===== config.mk =====
export PLATFORM = sky130hd
export DESIGN_NAME = id_ex_stage_flat
export DESIGN_NICKNAME = d
export VERILOG_FILES = /design/src/rtl/id_ex_stage_pkg.sv /design/src/rtl/id_ex_stage_if.sv /design/src/rtl/id_ex_stage_hazard_detect.sv /design/src/rtl/id_ex_stage.sv /design/src/flat_wrapper.sv
export SDC_FILE = /design/constraint.sdc
export NUM_CORES = 1
export LEC_CHECK = 0
export CAP_MARGIN = 20
export CORE_AREA = 8 8 153 155
export DETAILED_ROUTE_END_ITERATION = 12
export DIE_AREA = 0 0 161 163
export GPL_TIMING_DRIVEN = 1
export HOLD_SLACK_MARGIN = 0.06
export PLACE_DENSITY = 0.73
export SKIP_LAST_GASP = 1
export SYNTH_ARGS = -nofsm -noshare
export SYNTH_HDL_FRONTEND = slang
export SYNTH_SLANG_ARGS = --single-unit

===== constraint.sdc =====
create_clock -name clk -period 14.87 [get_ports clk]
set_input_delay 4.461 -clock clk [delete_from_list [all_inputs] [get_ports clk]]
set_output_delay 4.461 -clock clk [all_outputs]
set_load 0.02 [all_outputs]

===== src/rtl/id_ex_stage_pkg.sv =====
// Shared definitions for the ID/EX pipeline slice: register-address width,
// default datapath/command widths, ALU command encoding and the register
// match helpers used by both hazard detection and operand forwarding.
package mips_pkg;

  localparam int REG_ADDR_W = 5;
  localparam int DATA_W     = 32;
  localparam int CMD_W      = 4;

  typedef enum logic [CMD_W-1:0] {
    ALU_ADD = 4'h0,
    ALU_SUB = 4'h1,
    ALU_AND = 4'h2,
    ALU_OR  = 4'h3,
    ALU_XOR = 4'h4,
    ALU_SLT = 4'h5,
    ALU_SLL = 4'h6,
    ALU_SRL = 4'h7,
    ALU_NOP = 4'hF
  } alu_cmd_e;

  // True when a writer to 'dest' feeds one of the consumer's sources.
  // r0 is hard-wired zero, so it never creates a dependency.
  function automatic logic raw_match(input logic [REG_ADDR_W-1:0] dest,
                                     input logic [REG_ADDR_W-1:0] src1,
                                     input logic [REG_ADDR_W-1:0] src2,
                                     input logic                  uses_src2);
    return (dest != '0) && ((dest == src1) || (uses_src2 && (dest == src2)));
  endfunction

  // True when a later stage's pending write should replace an operand.
  function automatic logic fwd_hit(input logic                  wr_en,
                                   input logic [REG_ADDR_W-1:0] dest,
                                   input logic [REG_ADDR_W-1:0] src);
    return wr_en && (dest != '0) && (dest == src);
  endfunction

endpackage


===== src/rtl/id_ex_stage_if.sv =====
// ID/EX stage bundle: ID-stage instruction fields, MEM/WB result taps, flush
// in; stall, EX operands/control and stall counter out.
// master = surrounding pipeline (drives id_*/mem_*/wb_*/flush), slave = id_ex_stage.
interface id_ex_stage_if
  import mips_pkg::*;
#(
  parameter int DATA_W = mips_pkg::DATA_W,
  parameter int CMD_W  = mips_pkg::CMD_W
);

  logic                  flush;

  logic                  id_valid;
  logic                  id_wb_en;
  logic                  id_mem_r;
  logic                  id_mem_w;
  logic                  id_uses_src2;
  logic [REG_ADDR_W-1:0] id_src1;
  logic [REG_ADDR_W-1:0] id_src2;
  logic [REG_ADDR_W-1:0] id_dest;
  logic [DATA_W-1:0]     id_reg1;
  logic [DATA_W-1:0]     id_reg2;
  logic [DATA_W-1:0]     id_imm;
  logic [DATA_W-1:0]     id_pc;
  logic [CMD_W-1:0]      id_alu_cmd;

  logic [REG_ADDR_W-1:0] mem_dest;
  logic                  mem_wb_en;
  logic [DATA_W-1:0]     mem_alu_res;

  logic [REG_ADDR_W-1:0] wb_dest;
  logic                  wb_en;
  logic [DATA_W-1:0]     wb_val;

  logic                  stall;
  logic                  ex_valid;
  logic                  ex_wb_en;
  logic                  ex_mem_r;
  logic                  ex_mem_w;
  logic [REG_ADDR_W-1:0] ex_dest;
  logic [CMD_W-1:0]      ex_alu_cmd;
  logic [DATA_W-1:0]     ex_pc;
  logic [DATA_W-1:0]     ex_imm;
  logic [DATA_W-1:0]     ex_val1;
  logic [DATA_W-1:0]     ex_val2;
  logic [31:0]           stall_cnt;

  modport master (
    output flush,
    output id_valid, id_wb_en, id_mem_r, id_mem_w, id_uses_src2,
    output id_src1, id_src2, id_dest, id_reg1, id_reg2, id_imm, id_pc, id_alu_cmd,
    output mem_dest, mem_wb_en, mem_alu_res,
    output wb_dest, wb_en, wb_val,
    input  stall, ex_valid, ex_wb_en, ex_mem_r, ex_mem_w, ex_dest, ex_alu_cmd,
    input  ex_pc, ex_imm, ex_val1, ex_val2, stall_cnt
  );

  modport slave (
    input  flush,
    input  id_valid, id_wb_en, id_mem_r, id_mem_w, id_uses_src2,
    input  id_src1, id_src2, id_dest, id_reg1, id_reg2, id_imm, id_pc, id_alu_cmd,
    input  mem_dest, mem_wb_en, mem_alu_res,
    input  wb_dest, wb_en, wb_val,
    output stall, ex_valid, ex_wb_en, ex_mem_r, ex_mem_w, ex_dest, ex_alu_cmd,
    output ex_pc, ex_imm, ex_val1, ex_val2, stall_cnt
  );

endinterface


===== src/rtl/id_ex_stage_hazard_detect.sv =====
// Hazard detector: decides whether the ID instruction must wait a cycle.
// Latency: purely combinational. Backpressure: o_hazard feeds the stall output.
// Build option ID_EX_FWD_EN: defined -> only load-use against EX stalls;
// undefined -> any RAW against an EX or MEM writer stalls (no forwarding exists).
// Ports: i_id_* consumer fields, i_ex_* EX-stage producer, i_mem_* MEM producer, o_hazard.
module hazard_detect
  import mips_pkg::*;
(
  input  logic                  i_id_valid,
  input  logic                  i_id_uses_src2,
  input  logic [REG_ADDR_W-1:0] i_id_src1,
  input  logic [REG_ADDR_W-1:0] i_id_src2,
  input  logic                  i_ex_valid,
  input  logic                  i_ex_wb_en,
  input  logic                  i_ex_mem_r,
  input  logic [REG_ADDR_W-1:0] i_ex_dest,
  input  logic                  i_mem_wb_en,
  input  logic [REG_ADDR_W-1:0] i_mem_dest,
  output logic                  o_hazard
);

  logic w_ex_raw;
  assign w_ex_raw = i_ex_valid & i_ex_wb_en &
                    raw_match(i_ex_dest, i_id_src1, i_id_src2, i_id_uses_src2);

`ifdef ID_EX_FWD_EN
  // Only load data arrives too late to forward from EX; everything else
  // is covered by the forwarding muxes.
  assign o_hazard = i_id_valid & i_ex_mem_r & w_ex_raw;

  logic w_unused;
  assign w_unused = ^{i_mem_wb_en, i_mem_dest};
`else
  // Without forwarding the consumer must wait until the producer reaches WB,
  // where the negedge register-file write makes the ID read correct.
  logic w_mem_raw;
  assign w_mem_raw = i_mem_wb_en &
                     raw_match(i_mem_dest, i_id_src1, i_id_src2, i_id_uses_src2);
  assign o_hazard  = i_id_valid & (w_ex_raw | w_mem_raw);

  logic w_unused;
  assign w_unused = i_ex_mem_r;
`endif

endmodule


===== src/rtl/id_ex_stage.sv =====
// ID/EX pipeline register with hazard stall, flush bubble and EX operand forwarding.
// Latency: ID fields appear on ex_* one cycle later; ex_val1/2 forwarding is combinational.
// Backpressure: stall freezes PC/IF-ID upstream while a bubble enters EX; flush overrides stall.
// Build option ID_EX_FWD_EN: enables MEM/WB forwarding muxes (default build has none).
// Ports: clk, rst (async, active-high), bus (id_ex_stage_if.slave).
module id_ex_stage
  import mips_pkg::*;
#(
  parameter int DATA_W = mips_pkg::DATA_W,
  parameter int CMD_W  = mips_pkg::CMD_W
)(
  input  logic         clk,
  input  logic         rst,
  id_ex_stage_if.slave bus
);

  logic                  r_valid;
  logic                  r_wb_en;
  logic                  r_mem_r;
  logic                  r_mem_w;
  logic [REG_ADDR_W-1:0] r_dest;
  logic [REG_ADDR_W-1:0] r_src1;
  logic [REG_ADDR_W-1:0] r_src2;
  logic [CMD_W-1:0]      r_alu_cmd;
  logic [DATA_W-1:0]     r_pc;
  logic [DATA_W-1:0]     r_imm;
  logic [DATA_W-1:0]     r_reg1;
  logic [DATA_W-1:0]     r_reg2;
  logic [31:0]           r_stall_cnt;

  logic                  w_hazard;
  logic                  w_stall;
  logic                  w_bubble;
  logic [DATA_W-1:0]     w_val1;
  logic [DATA_W-1:0]     w_val2;

  hazard_detect u_hazard (
    .i_id_valid     (bus.id_valid),
    .i_id_uses_src2 (bus.id_uses_src2),
    .i_id_src1      (bus.id_src1),
    .i_id_src2      (bus.id_src2),
    .i_ex_valid     (r_valid),
    .i_ex_wb_en     (r_wb_en),
    .i_ex_mem_r     (r_mem_r),
    .i_ex_dest      (r_dest),
    .i_mem_wb_en    (bus.mem_wb_en),
    .i_mem_dest     (bus.mem_dest),
    .o_hazard       (w_hazard)
  );

  // A flushed instruction is dead anyway, so holding ID for it is pointless.
  assign w_stall  = w_hazard & ~bus.flush;
  assign w_bubble = w_stall | bus.flush;

  always_ff @(posedge clk or posedge rst) begin
    if (rst) begin
      r_valid     <= 1'b0;
      r_wb_en     <= 1'b0;
      r_mem_r     <= 1'b0;
      r_mem_w     <= 1'b0;
      r_dest      <= '0;
      r_src1      <= '0;
      r_src2      <= '0;
      r_alu_cmd   <= '0;
      r_pc        <= '0;
      r_imm       <= '0;
      r_reg1      <= '0;
      r_reg2      <= '0;
      r_stall_cnt <= '0;
    end else begin
      // Bubble only needs the side-effect controls cleared; data fields are
      // captured unconditionally since nothing consumes them when invalid.
      r_valid   <= bus.id_valid & ~w_bubble;
      r_wb_en   <= bus.id_wb_en & ~w_bubble;
      r_mem_r   <= bus.id_mem_r & ~w_bubble;
      r_mem_w   <= bus.id_mem_w & ~w_bubble;
      r_dest    <= bus.id_dest;
      r_src1    <= bus.id_src1;
      r_src2    <= bus.id_src2;
      r_alu_cmd <= bus.id_alu_cmd;
      r_pc      <= bus.id_pc;
      r_imm     <= bus.id_imm;
      r_reg1    <= bus.id_reg1;
      r_reg2    <= bus.id_reg2;
      if (w_stall && (r_stall_cnt != 32'hFFFF_FFFF)) begin
        r_stall_cnt <= r_stall_cnt + 32'd1;
      end
    end
  end

`ifdef ID_EX_FWD_EN
  // MEM holds the younger write to the same register, so it wins over WB.
  assign w_val1 = fwd_hit(bus.mem_wb_en, bus.mem_dest, r_src1) ? bus.mem_alu_res :
                  fwd_hit(bus.wb_en,     bus.wb_dest,  r_src1) ? bus.wb_val      :
                                                                 r_reg1;
  assign w_val2 = fwd_hit(bus.mem_wb_en, bus.mem_dest, r_src2) ? bus.mem_alu_res :
                  fwd_hit(bus.wb_en,     bus.wb_dest,  r_src2) ? bus.wb_val      :
                                                                 r_reg2;
`else
  assign w_val1 = r_reg1;
  assign w_val2 = r_reg2;

  logic w_unused;
  assign w_unused = ^{r_src1, r_src2, bus.mem_alu_res, bus.wb_dest, bus.wb_en, bus.wb_val};
`endif

  assign bus.stall      = w_stall;
  assign bus.ex_valid   = r_valid;
  assign bus.ex_wb_en   = r_wb_en;
  assign bus.ex_mem_r   = r_mem_r;
  assign bus.ex_mem_w   = r_mem_w;
  assign bus.ex_dest    = r_dest;
  assign bus.ex_alu_cmd = r_alu_cmd;
  assign bus.ex_pc      = r_pc;
  assign bus.ex_imm     = r_imm;
  assign bus.ex_val1    = w_val1;
  assign bus.ex_val2    = w_val2;
  assign bus.stall_cnt  = r_stall_cnt;

endmodule


===== src/flat_wrapper.sv =====
// flat-port wrapper written by rule: the top's interface ports become plain ports
module id_ex_stage_flat import mips_pkg::*;
#(
  parameter int DATA_W = mips_pkg::DATA_W,
  parameter int CMD_W  = mips_pkg::CMD_W
)
  (clk, rst, bus_flush, bus_id_valid, bus_id_wb_en, bus_id_mem_r, bus_id_mem_w, bus_id_uses_src2, bus_id_src1, bus_id_src2, bus_id_dest, bus_id_reg1, bus_id_reg2, bus_id_imm, bus_id_pc, bus_id_alu_cmd, bus_mem_dest, bus_mem_wb_en, bus_mem_alu_res, bus_wb_dest, bus_wb_en, bus_wb_val, bus_stall, bus_ex_valid, bus_ex_wb_en, bus_ex_mem_r, bus_ex_mem_w, bus_ex_dest, bus_ex_alu_cmd, bus_ex_pc, bus_ex_imm, bus_ex_val1, bus_ex_val2, bus_stall_cnt);
  id_ex_stage_if #(.DATA_W(DATA_W), .CMD_W(CMD_W)) bus_i ();
  input  logic clk;
  input  logic rst;
  input wire logic [$bits(bus_i.flush)-1:0] bus_flush;
  input wire logic [$bits(bus_i.id_valid)-1:0] bus_id_valid;
  input wire logic [$bits(bus_i.id_wb_en)-1:0] bus_id_wb_en;
  input wire logic [$bits(bus_i.id_mem_r)-1:0] bus_id_mem_r;
  input wire logic [$bits(bus_i.id_mem_w)-1:0] bus_id_mem_w;
  input wire logic [$bits(bus_i.id_uses_src2)-1:0] bus_id_uses_src2;
  input wire logic [$bits(bus_i.id_src1)-1:0] bus_id_src1;
  input wire logic [$bits(bus_i.id_src2)-1:0] bus_id_src2;
  input wire logic [$bits(bus_i.id_dest)-1:0] bus_id_dest;
  input wire logic [$bits(bus_i.id_reg1)-1:0] bus_id_reg1;
  input wire logic [$bits(bus_i.id_reg2)-1:0] bus_id_reg2;
  input wire logic [$bits(bus_i.id_imm)-1:0] bus_id_imm;
  input wire logic [$bits(bus_i.id_pc)-1:0] bus_id_pc;
  input wire logic [$bits(bus_i.id_alu_cmd)-1:0] bus_id_alu_cmd;
  input wire logic [$bits(bus_i.mem_dest)-1:0] bus_mem_dest;
  input wire logic [$bits(bus_i.mem_wb_en)-1:0] bus_mem_wb_en;
  input wire logic [$bits(bus_i.mem_alu_res)-1:0] bus_mem_alu_res;
  input wire logic [$bits(bus_i.wb_dest)-1:0] bus_wb_dest;
  input wire logic [$bits(bus_i.wb_en)-1:0] bus_wb_en;
  input wire logic [$bits(bus_i.wb_val)-1:0] bus_wb_val;
  output wire logic [$bits(bus_i.stall)-1:0] bus_stall;
  output wire logic [$bits(bus_i.ex_valid)-1:0] bus_ex_valid;
  output wire logic [$bits(bus_i.ex_wb_en)-1:0] bus_ex_wb_en;
  output wire logic [$bits(bus_i.ex_mem_r)-1:0] bus_ex_mem_r;
  output wire logic [$bits(bus_i.ex_mem_w)-1:0] bus_ex_mem_w;
  output wire logic [$bits(bus_i.ex_dest)-1:0] bus_ex_dest;
  output wire logic [$bits(bus_i.ex_alu_cmd)-1:0] bus_ex_alu_cmd;
  output wire logic [$bits(bus_i.ex_pc)-1:0] bus_ex_pc;
  output wire logic [$bits(bus_i.ex_imm)-1:0] bus_ex_imm;
  output wire logic [$bits(bus_i.ex_val1)-1:0] bus_ex_val1;
  output wire logic [$bits(bus_i.ex_val2)-1:0] bus_ex_val2;
  output wire logic [$bits(bus_i.stall_cnt)-1:0] bus_stall_cnt;
  assign bus_i.flush = bus_flush;
  assign bus_i.id_valid = bus_id_valid;
  assign bus_i.id_wb_en = bus_id_wb_en;
  assign bus_i.id_mem_r = bus_id_mem_r;
  assign bus_i.id_mem_w = bus_id_mem_w;
  assign bus_i.id_uses_src2 = bus_id_uses_src2;
  assign bus_i.id_src1 = bus_id_src1;
  assign bus_i.id_src2 = bus_id_src2;
  assign bus_i.id_dest = bus_id_dest;
  assign bus_i.id_reg1 = bus_id_reg1;
  assign bus_i.id_reg2 = bus_id_reg2;
  assign bus_i.id_imm = bus_id_imm;
  assign bus_i.id_pc = bus_id_pc;
  assign bus_i.id_alu_cmd = bus_id_alu_cmd;
  assign bus_i.mem_dest = bus_mem_dest;
  assign bus_i.mem_wb_en = bus_mem_wb_en;
  assign bus_i.mem_alu_res = bus_mem_alu_res;
  assign bus_i.wb_dest = bus_wb_dest;
  assign bus_i.wb_en = bus_wb_en;
  assign bus_i.wb_val = bus_wb_val;
  assign bus_stall = bus_i.stall;
  assign bus_ex_valid = bus_i.ex_valid;
  assign bus_ex_wb_en = bus_i.ex_wb_en;
  assign bus_ex_mem_r = bus_i.ex_mem_r;
  assign bus_ex_mem_w = bus_i.ex_mem_w;
  assign bus_ex_dest = bus_i.ex_dest;
  assign bus_ex_alu_cmd = bus_i.ex_alu_cmd;
  assign bus_ex_pc = bus_i.ex_pc;
  assign bus_ex_imm = bus_i.ex_imm;
  assign bus_ex_val1 = bus_i.ex_val1;
  assign bus_ex_val2 = bus_i.ex_val2;
  assign bus_stall_cnt = bus_i.stall_cnt;
  id_ex_stage #(.DATA_W(DATA_W), .CMD_W(CMD_W)) u_core (.clk(clk), .rst(rst), .bus(bus_i));
endmodule

==> flow_summary.yaml, run 1 <==
clock_network:
  cts_max_path_buffers: 2
  cts_made_buffers: 17
  cts_tree: "done"
  ctsResizeCount: 0
  postCtsSetupBuffers: 0
  holdBufCountCts: 0
  cts.sinks: 173
  clk_pin_slew_ns: 0.07
  clock_latency_ns: 0.41
  cts_root_buf: "clkbuf_16"
  h-tree-depth: 4
place:
  gp_congestion: 0.857
  io_buffers: 334
  dpl_cell_area_mm2: 0.00929
  hpwl_um: 14300
  preCtsSetupSlack_ns: 3.41
synthesis:
  synth_ff_type: "dfrtp_1"
  synthTopCellsByArea: "dfrtp_1 (77%), xnor2_1 (4.5%), xor2_1 (2.8%), and3_1 (1.9%), nand3_2 (1.8%)"
  ys_seq_area_frac: 0.768
  ys_warn_count: 0
  async_reset_ff_frac: 1.00
  synth-seq-cells: 173
  syn_nets: 567
  synth_enable_flop_cells: 0
  yosys.area.top_type: "dfrtp_1"
  synthTopCellsByCount: "dfrtp_1 (173), xnor2_1 (29), xor2_1 (18)"
  synth_cell_type_count: 37
  syn_inst: 335
  yosysMostFrequentCell: "dfrtp_1"
  avgSynthCellArea_um2: 16.8
  synth_top_area_frac: 0.768
  syn_area_mm2: 0.00564
min_path:
  worst_hold_path_type: "reg2reg"
critical_path:
  endpoint_kind: "primary output"
  worst_ep_arrival_time_ns: 7.03
  required_ns: 10.41
  path_max_fanout: 36
  cp-start-kind: "primary input"
  crit_type: "in2out"
global_routing:
  grt_usage: 0.141
  grt_pass1_vias: 4679
  grt_pass1_wl_um: 28200
  grt_start_max_net_pins: 102
  grt_overflow: 0
  antenna_found_initial: 0
detailed_routing:
  wl_um: 18400
  via_per_inst: 4.20
  dr.first_iter.drc_count: 153
  drc: 0
  vias: 4086
  wl_per_cell_um: 18.9
  antenna_left: 0
  firstDrtPassIters: 4
timing:
  fin_crit_sh: 0.773
  rsz0062_at_grt: "false"
  clock_skew_ns: 0.00775
  max_freq_mhz: 87.0
  setup_violations: 0
  period_needed_ns: 11.49
  layout_setup_ws_ns: 3.38
  hold_viol_final: 0
  hold_ws_ns: 0.501
  slew_violations: 0
  max_slew.worst_pin.slew_ns: 0.932
  fin_tns_setup_ns: 0
  relSlewSlack: 0.379
layout:
  drive_gt1_frac: 0.0946
  multi_input_area_mm2: 0.00122
  n_fill_cell: 1877
  fin_area_mm2: 0.00993
  area_delta_synth_final_pct: 76.1
  seq_area_mm2: 0.00433
  nets: 917
  n_antenna_cell: 0
floorplanning:
  initial_core_util: 0.271
  die_h_um: 163
  core_mm2: 0.0208
  io_pins: 405
  fp.dieW_um: 161
  die-area_mm2: 0.0262
  rows: 53
pwr:
  ir_worst_vdd_mv: 0.0730
  p_leak_nw: 4.16
  powerDensity_mw_per_mm2: 111
run_status:
  status: "complete, no violations"
flow_run:
  maxCapViolations: 0
==> kinds of logic after synthesis <==
| logic type | Yosys count | share of synthesized area |
|---|---|---|
| flops | 173 | 0.768 |
| simple gates | 90 | 0.116 |
| xor+xnor | 48 | 0.0759 |
| buf+inv | 13 | 0.0153 |
| compound gates | 6 | 0.0153 |
| mux | 4 | 0.00732 |
| fa+ha+maj | 1 | 0.00222 |
==> where the power goes <==
part | leakage, nW | total (mW) | internal [mW] | switching (mW)
Sequential | 2.08 | 0.500 | 0.491 | 0.00871
Combinational | 1.78 | 0.140 | 0.0774 | 0.0628
Clock | 0.304 | 0.458 | 0.244 | 0.214
==> cells in the final DEF, fill, tap and decap left out, drive strengths merged <==
cell type      synthesis  final
clkdlybuf4s50          0    334
mux2                   1      1
nor3b                  5      5
clkinv                 0      7
xnor2                 30     30
dfrtp                173    173
or4                    2      2
nand3                 22     22
xor2                  18     18
inv                    7     14
bufinv                 0      1
nand4                 13     13
o22ai                  1      1
nor2                  11     11
o211ai                 1      1
nand2                  3      3
and4bb                 1      1
and2                   2      2
buf                    6      3
and4                   4      4
nor3                   3      3
a31oi                  1      1
mux2i                  3      3
a32oi                  2      2
clkbuf                 0     17
o2111ai                1      1
nand4b                 1      1
nor4                   3      3
ha                     1      1
nor2b                  2      2
and3                  18     18
==> state kept, by name, summed over array words and instances (netlist names) <==
register and count:
u_core.bus.ex_wb_en 1, u_core.bus.ex_pc 32, u_core.bus.ex_mem_w 1, u_core.bus.ex_alu_cmd 4, u_core.bus.ex_mem_r 1, u_core.bus.ex_imm 32
u_core.bus.ex_val2 32, u_core.bus.ex_dest 5, u_core.bus.ex_valid 1, u_core.bus.ex_val1 32, u_core.bus.stall_cnt 32
==> path summary, 6_finish.rpt <==
kind                                       endpoint  cells after the start                     start  slack (ns)
hold / removal             u_core.bus.stall_cnt[27]                      1  u_core.bus.stall_cnt[27]        0.50
min in group asynchronous     u_core.bus.ex_dest[0]                      2                       rst        4.60
setup reg to reg           u_core.bus.stall_cnt[30]                      7     u_core.bus.ex_dest[0]       12.61
max in group asynchronous    u_core.bus.ex_val1[15]                      3                       rst        8.78
setup / recovery                          bus_stall                      8           bus_mem_dest[0]        3.38
hold reg to reg            u_core.bus.stall_cnt[27]                      1  u_core.bus.stall_cnt[27]        0.50
==> cell type report <==
| cell class | count | share of cell area |
|---|---|---|
| flip-flops and latches | 173 | 0.436 |
| repair buffers | 337 | 0.340 |
| multi-input cells | 149 | 0.123 |
| clock buffers | 17 | 0.0428 |
| well taps | 275 | 0.0346 |
| clock inverters | 15 | 0.0200 |
| inverters | 7 | 0.00315 |
==> stage by stage <==
step | power, mW | util | std cells
after detailed placement | 0.651 | 0.446 | 940
after floorplan | 0.554 | - | 335
after CTS | 1.12 | 0.476 | 972
final | 1.10 | 0.477 | 973
after global placement | 0.649 | 0.446 | 940
after global routing | 1.14 | 0.477 | 973
==> critical path, cell delays in order <==
cell	delay (ns)
clkdlybuf4s50_1	0.48
xor2_1	0.19
nor4_1	0.29
a32oi_1	0.22
o22ai_4	0.13
buf_4	0.44
nor2b_1	0.19
clkdlybuf4s50_1	0.62
==> per-layer routing <==
| layer | part of all wire | track usage | wire length (um) |
|---|---|---|---|
| met1 | 0.36 | 0.149 | 6710 |
| met3 | 0.12 | 0.0776 | 2260 |
| met4 | 0.011 | 0.0379 | 196 |
| met5 | 0 | 0 | 0 |
| met2 | 0.50 | 0.238 | 9250 |
No activity file was read; power rests on OpenSTA's default activity.
==> inputs of run 2 (changes only) <==
Settings changed: CORE_AREA 8 8 153 155 to 8 8 152 154, DIE_AREA 0 0 161 163 to 0 0 160 162, PLACE_DENSITY 0.73 to 0.74.
Clock period 14.87 ns to 11.35 ns, I/O delays scaled along.
==> flow_summary.yaml, run 2 (synthesis gave the netlist of run 1 again) <==
clock_network:
  cts_made_buffers: 17
  holdBufCountCts: 0
  clock_latency_ns: 0.42
  h-tree-depth: 4
  cts_tree: "done"
  postCtsSetupBuffers: 0
  cts.sinks: 173
  ctsResizeCount: 0
  clk_pin_slew_ns: 0.07
  cts_max_path_buffers: 2
  cts_root_buf: "clkbuf_16"
layout:
  seq_area_mm2: 0.00433
  drive_gt1_frac: 0.0933
  n_fill_cell: 1856
  layout_common_cells: "clkdlybuf4s50_1 (334), dfrtp_1 (173), xnor2_1 (29), xor2_1 (18)"
  mostFrequentLayoutCell: "clkdlybuf4s50_1"
  nets: 916
  multi_input_area_mm2: 0.00122
  area_delta_synth_final_pct: 75.4
  n_antenna_cell: 0
global_routing:
  grt_start_max_net_pins: 106
  grt_usage: 0.138
  antenna_found_initial: 0
  grt_pass1_vias: 4417
  grt_pass1_wl_um: 27100
  grt_overflow: 0
critical_path:
  endpoint_kind: "primary output"
  worst_ep_arrival_time_ns: 5.95
  slowest_stage: "clkdlybuf4s50_1"
  r2r_slack_ns: 8.70
  path_max_fanout: 36
  crit_family: "buffers and inverters"
  max_stage_delay_ns: 0.62
  required_ns: 7.95
  r2r_start: "u_core.bus.stall_cnt[0]"
  cp-start-kind: "primary input"
  crit_type: "in2out"
  startpoint: "bus_id_src2[2]"
  worst_path_most_repeated_cell: "clkdlybuf4s50_1"
  worst-path-buf-inv: 3
  path_cells: "clkdlybuf4s50_1 > xor2_1 > nor4_2 > a32oi_1 > o22ai_4 > buf_4 > nor2b_1 > clkdlybuf4s50_1"
pwr:
  ir_worst_vdd_mv: 0.0956
  p_leak_nw: 4.14
  powerDensity_mw_per_mm2: 144
timing:
  setup_violations: 0
  slew_violations: 0
  max_slew.worst_pin.slew_ns: 1.10
  relSlewSlack: 0.266
  period_needed_ns: 9.36
  rsz0062_at_grt: "false"
  fin_tns_setup_ns: 0
  hold_ws_ns: 0.497
  clock_skew_ns: 0.0116
  hold_viol_final: 0
  max_freq_mhz: 107
  fin_crit_sh: 0.824
run_status:
  status: "complete, no violations"
detailed_routing:
  wl_per_cell_um: 18.5
  firstDrtPassIters: 4
  wl_um: 18000
  antenna_left: 0
  via_per_inst: 4.11
  dr.first_iter.drc_count: 218
  vias: 3997
  drc: 0
flow_run:
  maxCapViolations: 0
floorplanning:
  initial_core_util: 0.273
  die_h_um: 162
  fp.dieW_um: 160
  io_pins: 405
  core_mm2: 0.0207
  die-area_mm2: 0.0259
  rows: 53
place:
  gp_congestion: 0.771
  hpwl_um: 14300
  io_buffers: 334
min_path:
  worst_hold_path_type: "reg2reg"
  holdCritStartpoint: "u_core.bus.stall_cnt[11]"
-- run 2: through the flow --
stage	total power, mW	instances	utilization	area, um2	setup slack (ns)
3_5_place_dp	0.853	940	0.449	9290	1.98
4_1_cts	1.45	972	0.478	9890	1.98
2_1_floorplan	0.725	335	-	5640	3.17
3_3_place_gp	0.850	940	0.449	9290	1.97
6_report	1.43	972	0.478	9890	1.99
5_1_grt	1.48	972	0.478	9890	1.83
-- run 2: worst paths after layout --
path,depth (start not counted),end
max,8,bus_stall
min reg2reg,1,u_core.bus.stall_cnt[11]
min,1,u_core.bus.stall_cnt[11]
min in group asynchronous,2,u_core.bus.ex_pc[2]
max reg2reg,7,u_core.bus.stall_cnt[1]
max in group asynchronous,3,u_core.bus.ex_imm[6]
-- run 2: layer usage --
| metal | wire [um] | track usage |
|---|---|---|
| met5 | 0 | 0 |
| met4 | 290 | 0.0433 |
| met3 | 1990 | 0.0764 |
| met2 | 9390 | 0.244 |
| met1 | 6310 | 0.136 |
-- run 2: worst register-to-register path, cell delays in order, from the launching register on --
cell and delay [ns]:
dfrtp_1 0.44, ha_1 0.24, nand3_1 0.19, nor2_2 0.10, and3_4 0.21, a31oi_4 0.88
nand2_2 0.14, mux2_1 0.34
-- run 2: cell type report --
class,count,share of cell area
tap,275,0.0348
multi-input combinational,149,0.124
sequential,173,0.438
inverter,7,0.00316
clock buffer,18,0.0444
clock inverter,14,0.0168
timing repair buffer,336,0.339
-- run 2: where the power goes --
| group | leakage (nW) | total (mW) | internal, mW | switching [mW] |
|---|---|---|---|---|
| clock network | 0.292 | 0.589 | 0.322 | 0.267 |
| logic | 1.77 | 0.182 | 0.101 | 0.0817 |
| registers | 2.08 | 0.655 | 0.643 | 0.0112 |
